<file path="config.mk">
export PLATFORM = sky130hd
export DESIGN_NAME = lsu_mem_ctrl_flat
export DESIGN_NICKNAME = d
export VERILOG_FILES = /design/src/rtl/lsu_mem_ctrl_pkg.sv /design/src/rtl/lsu_mem_ctrl_if.sv /design/src/rtl/lsu_lane_mux.sv /design/src/rtl/lsu_mem_ctrl.sv /design/src/flat_wrapper.sv
export SDC_FILE = /design/constraint.sdc
export NUM_CORES = 1
export LEC_CHECK = 0
export BUFFER_PORTS_ARGS = -buffer_cell sky130_fd_sc_hd__buf_4
export CAP_MARGIN = 20
export CORE_MARGIN = 2
export CORE_UTILIZATION = 54
export DETAILED_ROUTE_END_ITERATION = 12
export PLACE_DENSITY = 0.8
export SKIP_LAST_GASP = 1
export SLEW_MARGIN = 30
export SYNTH_ARGS = -nofsm -noshare
export SYNTH_HDL_FRONTEND = slang
export SYNTH_SLANG_ARGS = --single-unit
</file>
<file path="constraint.sdc">
create_clock -name clk -period 2.7 [get_ports clk]
set_input_delay 0.54 -clock clk [delete_from_list [all_inputs] [get_ports clk]]
set_output_delay 0.54 -clock clk [all_outputs]
set_load 0.02 [all_outputs]
</file>
<file path="src/rtl/lsu_mem_ctrl_pkg.sv">
// Shared definitions for the load/store controller.
// Size codes, FSM states and the alignment check.
package lsu_mem_ctrl_pkg;

    localparam logic [1:0] SZ_B = 2'b00;
    localparam logic [1:0] SZ_H = 2'b01;
    localparam logic [1:0] SZ_W = 2'b10;

    typedef enum logic [1:0] {
        ST_IDLE,
        ST_READ,
        ST_WRITE,
        ST_RESP
    } lsu_state_t;

    // Illegal size or address not aligned to the access size.
    function automatic logic misaligned(
        input logic [1:0] size,
        input logic [1:0] addr_lo
    );
        case (size)
            SZ_B:    misaligned = 1'b0;
            SZ_H:    misaligned = addr_lo[0];
            SZ_W:    misaligned = |addr_lo;
            default: misaligned = 1'b1;
        endcase
    endfunction

endpackage

</file>
<file path="src/rtl/lsu_mem_ctrl_if.sv">
// Core-side request/response handshake bundle.
// master = core, slave = load/store controller.
interface lsu_mem_ctrl_if #(
    parameter int ADDR_W = 4
);
    logic              req_valid;
    logic              req_ready;
    logic              req_we;
    logic [1:0]        req_size;
    logic              req_unsigned;
    logic [ADDR_W-1:0] req_addr;
    logic [31:0]       req_wdata;
    logic              resp_valid;
    logic              resp_ready;
    logic [31:0]       resp_rdata;
    logic              resp_err;

    modport master (
        output req_valid, req_we, req_size,
        output req_unsigned, req_addr, req_wdata,
        output resp_ready,
        input  req_ready, resp_valid,
        input  resp_rdata, resp_err
    );

    modport slave (
        input  req_valid, req_we, req_size,
        input  req_unsigned, req_addr, req_wdata,
        input  resp_ready,
        output req_ready, resp_valid,
        output resp_rdata, resp_err
    );
endinterface

</file>
<file path="src/rtl/lsu_lane_mux.sv">
// Byte-lane extract/extend for loads and
// lane merge for sub-word stores.
module lsu_lane_mux
    import lsu_mem_ctrl_pkg::*;
(
    input  logic [31:0] word,
    input  logic [1:0]  addr_lo,
    input  logic [1:0]  size,
    input  logic        uns,
    input  logic [31:0] wdata,
    output logic [31:0] rdata,
    output logic [31:0] merged
);

    logic [7:0]  b;
    logic [15:0] h;
    logic        sb;
    logic        sh;

    // Lane select, extension and store merge.
    always_comb begin
        b      = word[{addr_lo, 3'b000} +: 8];
        h      = word[{addr_lo[1], 4'b0000} +: 16];
        sb     = b[7] & ~uns;
        sh     = h[15] & ~uns;
        rdata  = word;
        merged = wdata;
        case (size)
            SZ_B: begin
                rdata  = {{24{sb}}, b};
                merged = word;
                merged[{addr_lo, 3'b000} +: 8] = wdata[7:0];
            end
            SZ_H: begin
                rdata  = {{16{sh}}, h};
                merged = word;
                merged[{addr_lo[1], 4'b0000} +: 16] = wdata[15:0];
            end
            default: ;
        endcase
    end

endmodule

</file>
<file path="src/rtl/lsu_mem_ctrl.sv">
// Load/store controller into a 1R1W word memory.
// Sub-word stores are done as read-modify-write.
module lsu_mem_ctrl
    import lsu_mem_ctrl_pkg::*;
#(
    parameter int DEPTH  = 4,
    parameter int ADDR_W = $clog2(DEPTH) + 2
) (
    input  logic              clk,
    input  logic              rst,
    lsu_mem_ctrl_if.slave     bus,
    output logic [ADDR_W-1:0] mem_rd_addr,
    input  logic [31:0]       mem_rd_dout,
    output logic [ADDR_W-1:0] mem_wr_addr,
    output logic [31:0]       mem_wr_din,
    output logic              mem_we
);

    localparam logic [ADDR_W-3:0] IDX_MASK =
        (ADDR_W-2)'(DEPTH - 1);

    lsu_state_t        state;
    logic              r_we;
    logic [1:0]        r_size;
    logic              r_uns;
    logic [1:0]        r_lo;
    logic [31:0]       r_wdata;
    logic [31:0]       rdata_q;
    logic              err_q;
    logic [ADDR_W-1:0] word_addr;
    logic [31:0]       ext;
    logic [31:0]       merged;

    assign word_addr = {bus.req_addr[ADDR_W-1:2] & IDX_MASK, 2'b00};

    assign bus.req_ready  = (state == ST_IDLE);
    assign bus.resp_valid = (state == ST_RESP);
    assign bus.resp_rdata = rdata_q;
    assign bus.resp_err   = err_q;

    lsu_lane_mux u_lane (
        .word    (mem_rd_dout),
        .addr_lo (r_lo),
        .size    (r_size),
        .uns     (r_uns),
        .wdata   (r_wdata),
        .rdata   (ext),
        .merged  (merged)
    );

    // Request FSM with registered response and memory-side outputs.
    always_ff @(posedge clk) begin
        if (rst) begin
            state       <= ST_IDLE;
            r_we        <= 1'b0;
            r_size      <= SZ_B;
            r_uns       <= 1'b0;
            r_lo        <= 2'b00;
            r_wdata     <= '0;
            rdata_q     <= '0;
            err_q       <= 1'b0;
            mem_rd_addr <= '0;
            mem_wr_addr <= '0;
            mem_wr_din  <= '0;
            mem_we      <= 1'b0;
        end else begin
            unique case (state)
                ST_IDLE: begin
                    if (bus.req_valid) begin
                        r_we    <= bus.req_we;
                        r_size  <= bus.req_size;
                        r_uns   <= bus.req_unsigned;
                        r_lo    <= bus.req_addr[1:0];
                        r_wdata <= bus.req_wdata;
                        rdata_q <= '0;
                        err_q   <= 1'b0;
                        if (misaligned(bus.req_size, bus.req_addr[1:0])) begin
                            err_q <= 1'b1;
                            state <= ST_RESP;
                        end else if (bus.req_we && bus.req_size == SZ_W) begin
                            mem_wr_addr <= word_addr;
                            mem_wr_din  <= bus.req_wdata;
                            mem_we      <= 1'b1;
                            state       <= ST_WRITE;
                        end else begin
                            mem_rd_addr <= word_addr;
                            state       <= ST_READ;
                        end
                    end
                end
                ST_READ: begin
                    if (r_we) begin
                        mem_wr_addr <= mem_rd_addr;
                        mem_wr_din  <= merged;
                        mem_we      <= 1'b1;
                        state       <= ST_WRITE;
                    end else begin
                        rdata_q <= ext;
                        state   <= ST_RESP;
                    end
                end
                ST_WRITE: begin
                    mem_we <= 1'b0;
                    state  <= ST_RESP;
                end
                ST_RESP: begin
                    if (bus.resp_ready) state <= ST_IDLE;
                end
            endcase
        end
    end

endmodule

</file>
<file path="src/flat_wrapper.sv">
// flat-port wrapper written by rule: the top's interface ports become plain ports
module lsu_mem_ctrl_flat import lsu_mem_ctrl_pkg::*;
#(
    parameter int DEPTH  = 4,
    parameter int ADDR_W = $clog2(DEPTH) + 2
)
  (clk, rst, mem_rd_addr, mem_rd_dout, mem_wr_addr, mem_wr_din, mem_we, bus_req_valid, bus_req_we, bus_req_size, bus_req_unsigned, bus_req_addr, bus_req_wdata, bus_resp_ready, bus_req_ready, bus_resp_valid, bus_resp_rdata, bus_resp_err);
  lsu_mem_ctrl_if #(.ADDR_W(ADDR_W)) bus_i ();
  input  logic clk;
  input  logic rst;
  output logic [ADDR_W-1:0] mem_rd_addr;
  input  logic [31:0] mem_rd_dout;
  output logic [ADDR_W-1:0] mem_wr_addr;
  output logic [31:0] mem_wr_din;
  output logic mem_we;
  input wire logic [$bits(bus_i.req_valid)-1:0] bus_req_valid;
  input wire logic [$bits(bus_i.req_we)-1:0] bus_req_we;
  input wire logic [$bits(bus_i.req_size)-1:0] bus_req_size;
  input wire logic [$bits(bus_i.req_unsigned)-1:0] bus_req_unsigned;
  input wire logic [$bits(bus_i.req_addr)-1:0] bus_req_addr;
  input wire logic [$bits(bus_i.req_wdata)-1:0] bus_req_wdata;
  input wire logic [$bits(bus_i.resp_ready)-1:0] bus_resp_ready;
  output wire logic [$bits(bus_i.req_ready)-1:0] bus_req_ready;
  output wire logic [$bits(bus_i.resp_valid)-1:0] bus_resp_valid;
  output wire logic [$bits(bus_i.resp_rdata)-1:0] bus_resp_rdata;
  output wire logic [$bits(bus_i.resp_err)-1:0] bus_resp_err;
  assign bus_i.req_valid = bus_req_valid;
  assign bus_i.req_we = bus_req_we;
  assign bus_i.req_size = bus_req_size;
  assign bus_i.req_unsigned = bus_req_unsigned;
  assign bus_i.req_addr = bus_req_addr;
  assign bus_i.req_wdata = bus_req_wdata;
  assign bus_i.resp_ready = bus_resp_ready;
  assign bus_req_ready = bus_i.req_ready;
  assign bus_resp_valid = bus_i.resp_valid;
  assign bus_resp_rdata = bus_i.resp_rdata;
  assign bus_resp_err = bus_i.resp_err;
  lsu_mem_ctrl #(.DEPTH(DEPTH), .ADDR_W(ADDR_W)) u_core (.clk(clk), .rst(rst), .bus(bus_i), .mem_rd_addr(mem_rd_addr), .mem_rd_dout(mem_rd_dout), .mem_wr_addr(mem_wr_addr), .mem_wr_din(mem_wr_din), .mem_we(mem_we));
endmodule
</file>
# ---- After elaboration in Yosys (flattened, before gate mapping)
# Cells that the tools add are included.
dict set report op_classes {
  addsub 2
  eq_ne 12
  bitwise 5
  shift 6
  muxes 33
  n_reduce_logical 13
}
# cell n
set op_table {}
lappend op_table {{$pmux W32 S2} 4}
lappend op_table {{$mux W32} 6}
lappend op_table {{$bwmux W32} 2}
lappend op_table {{$shift A16 B7 Y32 const A} 1}
lappend op_table {{$shift A8 B7 Y32 const A} 1}
lappend op_table {{$shiftx A16 B7 Y32} 1}
lappend op_table {{$shiftx A32 B6 Y16} 1}
lappend op_table {{$shiftx A32 B6 Y8} 1}
lappend op_table {{$shiftx A8 B7 Y32} 1}
lappend op_table {{$mux W4} 4}
lappend op_table {{$neg A5 Y7} 2}
lappend op_table {{$reduce_and A5 Y1} 2}
lappend op_table {{$mux W1} 9}
lappend op_table {{$mux W2} 4}
lappend op_table {{$ne A2 B2 Y1 const B} 4}
lappend op_table {{$pmux W2 S4} 1}
lappend op_table {{$pmux W4 S2} 1}
lappend op_table {{$eq A2 B1 Y1 const B} 3}
lappend op_table {{$eq A2 B2 Y1 const B} 3}
lappend op_table {{$logic_not A2 Y1} 3}
lappend op_table {{$pmux W1 S3} 2}
lappend op_table {{$ne A2 B1 Y1 const B} 2}
lappend op_table {{$reduce_and A2 Y1} 2}
lappend op_table {{$reduce_and A4 Y1} 1}
lappend op_table {{other kinds (7)} 10}
dict set report word_totals {
  in_bits 76
  out_inout_bits 76
  reg_bits 112
}

# ---- Longest topological paths before layout
# Gate-level depths: netlist of run 1.
dict set report logic_depth {
  depth_word 8
  ltp_mapped 10
}

# ---- Cells and area by module
# From an unflattened synthesis of run 1, not the netlist that was laid out.
dict set report unflattened {
  hier_cells 774
  hier_area_um2 6505.0
}
# mod seq_area_each_um2 area_per_inst_um2 n_inst cells_each
set modules_own_cells {}
lappend modules_own_cells {lsu_mem_ctrl 2202.1 4758.3 1 513}
lappend modules_own_cells {lsu_lane_mux 0.0 1746.7 1 261}

# ---- Worst setup path after synthesis of run 1
# No wires, ideal clock.
dict set report synth_path {
  path_type {register to register}
  from {register u_core.r_lo[1]}
  to {register u_core.mem_wr_din[0]}
  setup_ps 124
  synth_period_minus_slack_ps 2319
  required_time_ps 2576
  arrival_time_ps 2195
  slack_ps 381
  stages_incl_launch_ff 10
  cell_sequence {dfxtp_1 > buf_2 > buf_1 > inv_1 > ha_1 > nor4b_1 > or3_1 > clkbuf_1 > a221oi_1 > o21ai_1}
}
dict set report synth_via {
  elab_chain_cells 6
  word_cells_on_any_way 11
  classes_between {add/sub (2); shift (4); mux (5)}
}
# item line
set synth_lines {}
lappend synth_lines {{start, declared} lsu_mem_ctrl.sv:26} ;# logic [1:0] r_lo;
lappend synth_lines {{start signal, assigned} lsu_mem_ctrl.sv:73} ;# r_lo <= bus.req_addr[1:0];
lappend synth_lines {{$neg A5 Y7, on equally long branches} {lsu_lane_mux.sv:37, lsu_lane_mux.sv:32}}
lappend synth_lines {{$shiftx A16 B7 Y32, or another cell as far along} lsu_lane_mux.sv:37} ;# merged[{addr_lo[1], 4'b0000} +: 16] = wdata[15:0];
lappend synth_lines {{$bwmux W32, on equally long branches} {lsu_lane_mux.sv:37, lsu_lane_mux.sv:32}}
lappend synth_lines {{$pmux W32 S2 *} lsu_lane_mux.sv:28} ;# case (size)
lappend synth_lines {{$mux W32 *} lsu_mem_ctrl.sv:92} ;# if (r_we) begin
lappend synth_lines {{$pmux W32 S2 *} lsu_mem_ctrl.sv:67} ;# unique case (state)
lappend synth_lines {{end signal, assigned} lsu_mem_ctrl.sv:82} ;# mem_wr_din <= bus.req_wdata;
lappend synth_lines {{end signal, assigned} lsu_mem_ctrl.sv:94} ;# mem_wr_din <= merged;
lappend synth_lines {{end, declared} lsu_mem_ctrl.sv:15} ;# output logic [31:0] mem_wr_din,
# Every way passes the cells marked *; elsewhere a longest branch is shown, timed or not. The select of a mux whose other input is x is not followed.
# A chain may end at the register's enable or synchronous reset.

# ---- Worst setup path after layout of run 1
dict set report layout_path {
  from {register u_core.state[0]}
  to {register u_core.rdata_q[18], in the netlist u_core.bus.resp_rdata[18]}
}
dict set report layout_via {
  elab_chain_cells 3
  word_cells_on_any_way 7
  classes_between {eq/ne (3); mux (1); reduce/logical (3)}
}
# item line
set layout_lines {}
lappend layout_lines {{start, declared} lsu_mem_ctrl.sv:22} ;# lsu_state_t state;
lappend layout_lines {{start signal, assigned} lsu_mem_ctrl.sv:54} ;# state <= ST_IDLE;
lappend layout_lines {{start signal, assigned} lsu_mem_ctrl.sv:79} ;# state <= ST_RESP;
lappend layout_lines {{start signal, assigned} lsu_mem_ctrl.sv:84} ;# state <= ST_WRITE;
lappend layout_lines {{$eq A2 B1 Y1 / $logic_not A2 Y1 (equally long branches)} lsu_mem_ctrl.sv:67}
lappend layout_lines {{$ne A2 B2 Y1 (no line) / $reduce_bool A2 Y1 (equally long branches)} --}
lappend layout_lines {{$reduce_and A3 Y1 (no line)} --}
lappend layout_lines {{end signal, assigned} lsu_mem_ctrl.sv:98} ;# rdata_q <= ext;
lappend layout_lines {{end, declared} lsu_mem_ctrl.sv:28} ;# logic [31:0] rdata_q;
# Parallel ways exist; a longest one is shown, timed or not.

==> key figures, run 1 <==
CTS
  • H-tree levels: 3
  • TritonCTS clock tree: done
  • Clock buffer depth: 2
  • CTS sink count: 110
  • CTS buffer count: 9
  • Clock slew at reported path FFs: 0.07 ns
  • Insertion delay to the later sink of the worst-skew pair: 0.36 ns
  • # hold bufs at CTS: 0
  • Post CTS Setup Buffer Count: 0
  • Root buf cell: clkbuf_16
  • CTS resizes: 0

Worst setup path
  • CP Buf/Inv Count: 1
  • Crit path launch type: register
  • CP Max Fanout: 16
  • Crit Path Category: reg2reg
  • Data arrival, critical path: 2.57 ns
  • Max incr delay on CP: 0.56 ns
  • Crit path cell chain: inv_1 > ha_1 > nor2b_1 > or3_1 > a21oi_4 > a22o_1
  • Slowest cell on the critical path: or3_1
  • CP required: 2.99 ns
  • CP endpoint kind: register
  • Cell family with most CP delay: simple AND/OR/NAND/NOR gates

Synth
  • Post-synth top flop: dfxtp_1
  • EDFF count, synth: 0
  • Syn Area/Cell: 8.12 sq um
  • Synth top area share: 34.9%
  • Cell taking the most area after synthesis: dfxtp_1
  • Seq/Total Area, Yosys: 34.9%
  • Top-count cell post-synth: dfxtp_1
  • Top cells by count, synth: dfxtp_1 (110), nand2_1 (96), a21oi_1 (49)
  • Distinct cells, synth: 58
  • #FFs+latches synth: 110
  • Dominant cells by area after synthesis: dfxtp_1 (35%), nand2_1 (5.7%), nor2b_1 (4.8%)
  • Cells after Synth: 776
  • Mapped Area: 0.00630 sq mm
  • Yosys warns: 0
  • Fraction of registers with async set/reset: 0%

Global routing
  • Vias in the first global route: 6052
  • First-pass GRT wire length: 32100 um
  • GRT Overall Usage: 31.9%
  • Grt total ovfl: 0
  • Initial antenna violation count: 0
  • Largest net degree at the start of global routing: 69

Floorplan
  • Die Footprint: 0.0126 sq mm
  • Core box area: 0.0114 sq mm
  • Die H: 112 um
  • Starting Density: 55.2%
  • I/O pin total: 152
  • Rows: 39
  • DIE WIDTH: 112 um

STA
  • Period utilisation layout: 84.4%
  • Setup violations, final: 0
  • Setup_tns: 0 ns
  • Rel. slew slack: 43.6%
  • Final Max Slew Viols: 0
  • Fmax: 439 MHz
  • Slew @ Worst Pin: 0.845 ns
  • Min Hold Slack: 0.429 ns
  • Final Skew: 0.00988 ns
  • RSZ-0062 raised after global routing: no
  • Post-route minimum period: 2.28 ns
  • Final Hold Fails: 0

Power and ir drop
  • Leakage: 3.07 nW
  • Maximum vdd drop: 0.929 mV
  • Pwr/cell area: 892 mW/mm^2

Finish
  • Nets: 964
  • Synthesis-to-finish area growth: 22.9%
  • Finished Core Util: 67.8%
  • Design Area, Final: 0.00774 sq mm
  • Fill cell count: 948
  • Ant diodes: 0
  • Fraction of layout cells with a size suffix above 1: 24.1%

Placement
  • Detailed placer's ending HPWL: 14700 um
  • DP Area: 0.00740 sq mm
  • Routability Congestion: 0.983
  • PortBufs: 147

Drt
  • DRT Pass-1 Iters: 5
  • Detail Route Antenna Nets: 0
  • Routed wire length: 20300 um
  • Drt drc: 0
  • Detailed-route vias per instance: 6.25
  • Initial DRC count: 585
  • Routed len/inst: 19.8 um
  • Via count: 6414

Flow run
  • Max-cap violations: 0

Worst hold path
  • HP Class: in2reg

Status
  • Outcome: finished clean
worst paths after layout:
check,endpoint,cells past startpoint,from,slack (ns)
worst max-delay path,u_core.bus.resp_rdata[18],6,u_core.state[0],0.42
worst min-delay path,u_core.mem_rd_addr[3],3,bus_req_addr[3],0.43
worst max register to register,u_core.bus.resp_rdata[18],6,u_core.state[0],0.42
worst min register to register,u_core.bus.resp_rdata[4],2,u_core.bus.resp_rdata[4],0.45
cell usage in the layout, fill, tap and decap left out, types with 9 or more instances in the layout:
cell type  instances
mux2_2            10
o211ai_1          10
o21ai_1           40
buf_4            167
nand2b_1          23
a221o_1           15
dfxtp_1          109
nor2b_1           48
a221oi_1          17
o22ai_1           14
a21oi_1           49
o21ai_0           37
inv_1             15
nor4b_1           10
nand2_1           96
a211oi_1          10
ha_1               9
nor2_1            46
clkbuf_16          9
a22o_1            23
or4_1             32
flip-flops by register name, indices dropped and copies added (netlist names), 2 cells and up:
name	flops
u_core.bus.resp_rdata	32
u_core.mem_rd_addr	2
u_core.mem_wr_addr	2
u_core.mem_wr_din	32
u_core.r_lo	2
u_core.r_size	2
u_core.r_wdata	32
u_core.state	2
layout make-up:
cell class	count	area [sq um]	share of cell area, %
multi-input combinational	575	3710	47.9
sequential	110	2200	28.5
timing repair buffer	167	1250	16.2
clock buffer	11	243	3.14
tap	143	179	2.31
clock inverter	4	95.1	1.23
inverter	16	60.1	0.776
worst min-delay path, cell delays in order:
cell,delay [ns]
buf_4,0.08
mux2i_1,0.05
nor2_1,0.07
logic make-up (layout without fill, tap and decap cells):
group / after synthesis / in the layout / synth area share (%)
AND/OR/NAND/NOR: 293 / 293 / 25.0
AO/OA/AOI/OAI: 247 / 247 / 26.5
flip-flops: 110 / 110 / 34.9
buffers and inverters: 94 / 198 / 6.69
multiplexers: 22 / 22 / 5.08
adder cells (fa/ha/maj): 9 / 9 / 1.79
other: 1 / 4 / 0.0595
power breakdown:
part / internal [mW] / switching (mW)
registers: 1.99 / 0.306
clock network: 0.927 / 0.601
logic: 1.17 / 1.91
total: 4.09 / 2.81
metrics by stage:
stage | worst slack, ns | cells | power [mW]
after floorplan | 0.381 | 779 | 4.33
after global placement | 0.518 | 1011 | 5.29
after detailed placement | 0.457 | 1011 | 5.36
after CTS | 0.432 | 1026 | 6.88
after global routing | 0.254 | 1026 | 7.26
final | 0.422 | 1026 | 6.90
layer usage:
| metal | wire length, um | track usage (%) |
|---|---|---|
| met2 | 9520 | 51.6 |
| met4 | 542 | 9.51 |
| met1 | 8550 | 42.0 |
| met3 | 1740 | 8.80 |
| met5 | 0 | 0 |
(Power assumes the default switching activity.)
==> run 2, diff against run 1 <==
Clock period 2.7 ns to 2.16 ns, I/O delays scaled along.
==> key figures, run 2 (synthesis gave the netlist of run 1 again) <==
Status
  • Outcome: finished clean

STA
  • Slew @ Worst Pin: 0.707 ns (-0.138 ns)
  • Rel. slew slack: 52.5% (+9.0 points)
  • Setup_tns: 0 ns (unchanged)
  • Final Max Slew Viols: 0 (unchanged)
  • Final Hold Fails: 0 (unchanged)
  • Final Skew: 0.0108 ns (+0.000894 ns)
  • Post-route minimum period: 2.14 ns (-0.135 ns)
  • Setup violations, final: 0 (unchanged)
  • Fmax: 467 MHz (+6.3%)
  • Period utilisation layout: 99.2% (+15 points)
  • Min Hold Slack: 0.328 ns (-0.101 ns)
  • Final WS setup: 0.0168 ns (-0.405 ns)
  • RSZ-0062 raised after global routing: yes

CTS
  • CTS resizes: 1 (+1)
  • Root buf cell: clkbuf_16
  • CTS sink count: 110 (unchanged)
  • TritonCTS clock tree: done
  • # hold bufs at CTS: 0 (unchanged)
  • Clock buffer depth: 2 (unchanged)
  • Post CTS Setup Buffer Count: 0 (unchanged)
  • Insertion delay to the later sink of the worst-skew pair: 0.36 ns (about the same)
  • H-tree levels: 3 (unchanged)
  • Clock slew at reported path FFs: 0.08 ns (about the same)
  • CTS buffer count: 9 (unchanged)

Drt
  • Detailed-route vias per instance: 6.23 (-0.28%)
  • Initial DRC count: 622 (+6.3%)
  • Via count: 6527 (+1.8%)
  • Drt drc: 0 (unchanged)
  • Detail Route Antenna Nets: 0 (unchanged)
  • DRT Pass-1 Iters: 6 (+1)
  • Routed len/inst: 19.7 um (-0.81%)
  • Routed wire length: 20600 um (+1.2%)

Floorplan
  • Rows: 39 (unchanged)
  • Starting Density: 55.2% (unchanged)
  • Core box area: 0.0114 sq mm (unchanged)
  • I/O pin total: 152 (unchanged)
  • DIE WIDTH: 112 um (unchanged)
  • Die H: 112 um (unchanged)
  • Die Footprint: 0.0126 sq mm (unchanged)

Worst setup path
  • CP required: 2.40 ns (-0.59 ns)
  • CP Max Fanout: 8 (-8)
  • Crit Path Category: reg2reg
  • Data arrival, critical path: 2.38 ns (-0.19 ns)
  • Crit path launch type: register
  • CP endpoint kind: register

Global routing
  • Met2 usage: 53.1% (+1.5 points)
  • GRT Max-Usage Layer: met2
  • Initial antenna violation count: 0 (unchanged)
  • Vias in the first global route: 6016 (-0.59%)
  • Grt total ovfl: 0 (unchanged)
  • GR Util met3: 4.70% (-4.1 points)
  • Largest net degree at the start of global routing: 69 (unchanged)
  • First-pass GRT wire length: 32500 um (+1.3%)
  • GRT Overall Usage: 32.2% (+0.30 points)
  • Met1 Track Usage GR: 43.6% (+1.6 points)

Placement
  • PortBufs: 147 (unchanged)
  • Routability Congestion: 0.953 (-3.0%)
  • Placed Cells: 1031 (+2.0%)
  • Detailed placer's ending HPWL: 15000 um (+2.2%)
  • Pre-CTS setup slack: -0.0381 ns (-0.495 ns)

Power and ir drop
  • Clock power share: 20.6% (-1.5 points)
  • Maximum vdd drop: 1.21 mV (+30%)
  • Pwr/cell area: 1110 mW/mm^2 (+24%)
  • Logic pwr share: 46.9% (+2.3 points)
  • Int Power: 5.17 mW (+27%)
  • Sw power: 3.62 mW (+29%)
  • Flop pwr share: 32.5% (-0.8 points)
  • Switching Fraction: 41.2% (+0.39 points)
  • Leakage: 3.17 nW (+3.5%)

Flow run
  • Max-cap violations: 0 (unchanged)

Finish
  • Synthesis-to-finish area growth: 25.9%
  • Most frequent cells in the layout: buf_4 (183), dfxtp_1 (109), nand2_1 (96)
  • Post-Layout Cell Count: 1047 (+2.0%)
  • Nets: 984 (+2.1%)
  • Fraction of layout cells with a size suffix above 1: 26.0% (+1.9 points)
  • Commonest non-fill, non-tap cell in the layout: buf_4
  • Ant diodes: 0 (unchanged)

Worst hold path
  • HP Class: in2reg
run 2: cell count changes in the layout (fill, tap and decap cells not counted), sizes merged:
| cell | delta |
|---|---|
| clkinv | +1 |
| buf | +20 |
| bufinv | -1 |
| clkbuf | -1 |
| inv | +1 |
| clkinvlp | +1 |
run 2: worst max-delay path, cell delays in order, from the launching register on:
cell       delay, ns
dfxtp_1         0.36
inv_1           0.09
ha_1            0.35
and2_0          0.28
and3_1          0.24
a2111oi_1       0.46
buf_4           0.19
o21ai_1         0.06
run 2: metrics by stage:
stage               util, %  power (mW)  instance area (sq um)
floorplan                 -        5.41                   6320
global placement       66.4        6.86                   7590
detailed placement     66.4        6.95                   7590
CTS                    69.3        8.76                   7910
global route           69.5        9.27                   7940
finish                 69.5        8.79                   7940
run 2: path summary, 6_finish.rpt:
check,endpoint,start,slack (ns),cells after the start
min reg2reg,u_core.bus.resp_rdata[4],u_core.bus.resp_rdata[4],0.44,2
min,u_core.r_wdata[29],bus_req_wdata[29],0.33,3
max reg2reg,u_core.mem_wr_din[8],u_core.r_lo[0],0.02,7
max,u_core.mem_wr_din[8],u_core.r_lo[0],0.02,7
run 2: final cells by class:
cell class / count / area [sq um]
Tap cell: 143 / 179
Inverter: 16 / 60.1
Multi-Input combinational cell: 575 / 3730
Clock inverter: 6 / 93.8
Timing Repair Buffer: 187 / 1450
Fill cell: 970 / 3480
Clock buffer: 10 / 229
Sequential cell: 110 / 2200
run 2: power by group through the flow:
stage	sequential [mW]	clock, mW	combinational [mW]
global placement	2.88	0	3.98
finish	2.86	1.81	4.12
detailed placement	2.89	0	4.06
CTS	2.85	1.84	4.08
global route	2.90	1.91	4.46
floorplan	3.14	0	2.27
run 2: routing by layer:
metal	vias to the layer above	share of wire [%]	wire length [um]
met5	-	0	0
met4	0	2.7	566
met3	42	8.4	1730
met2	301	47	9680
met1	3118	42	8610
li1	3066	-	-
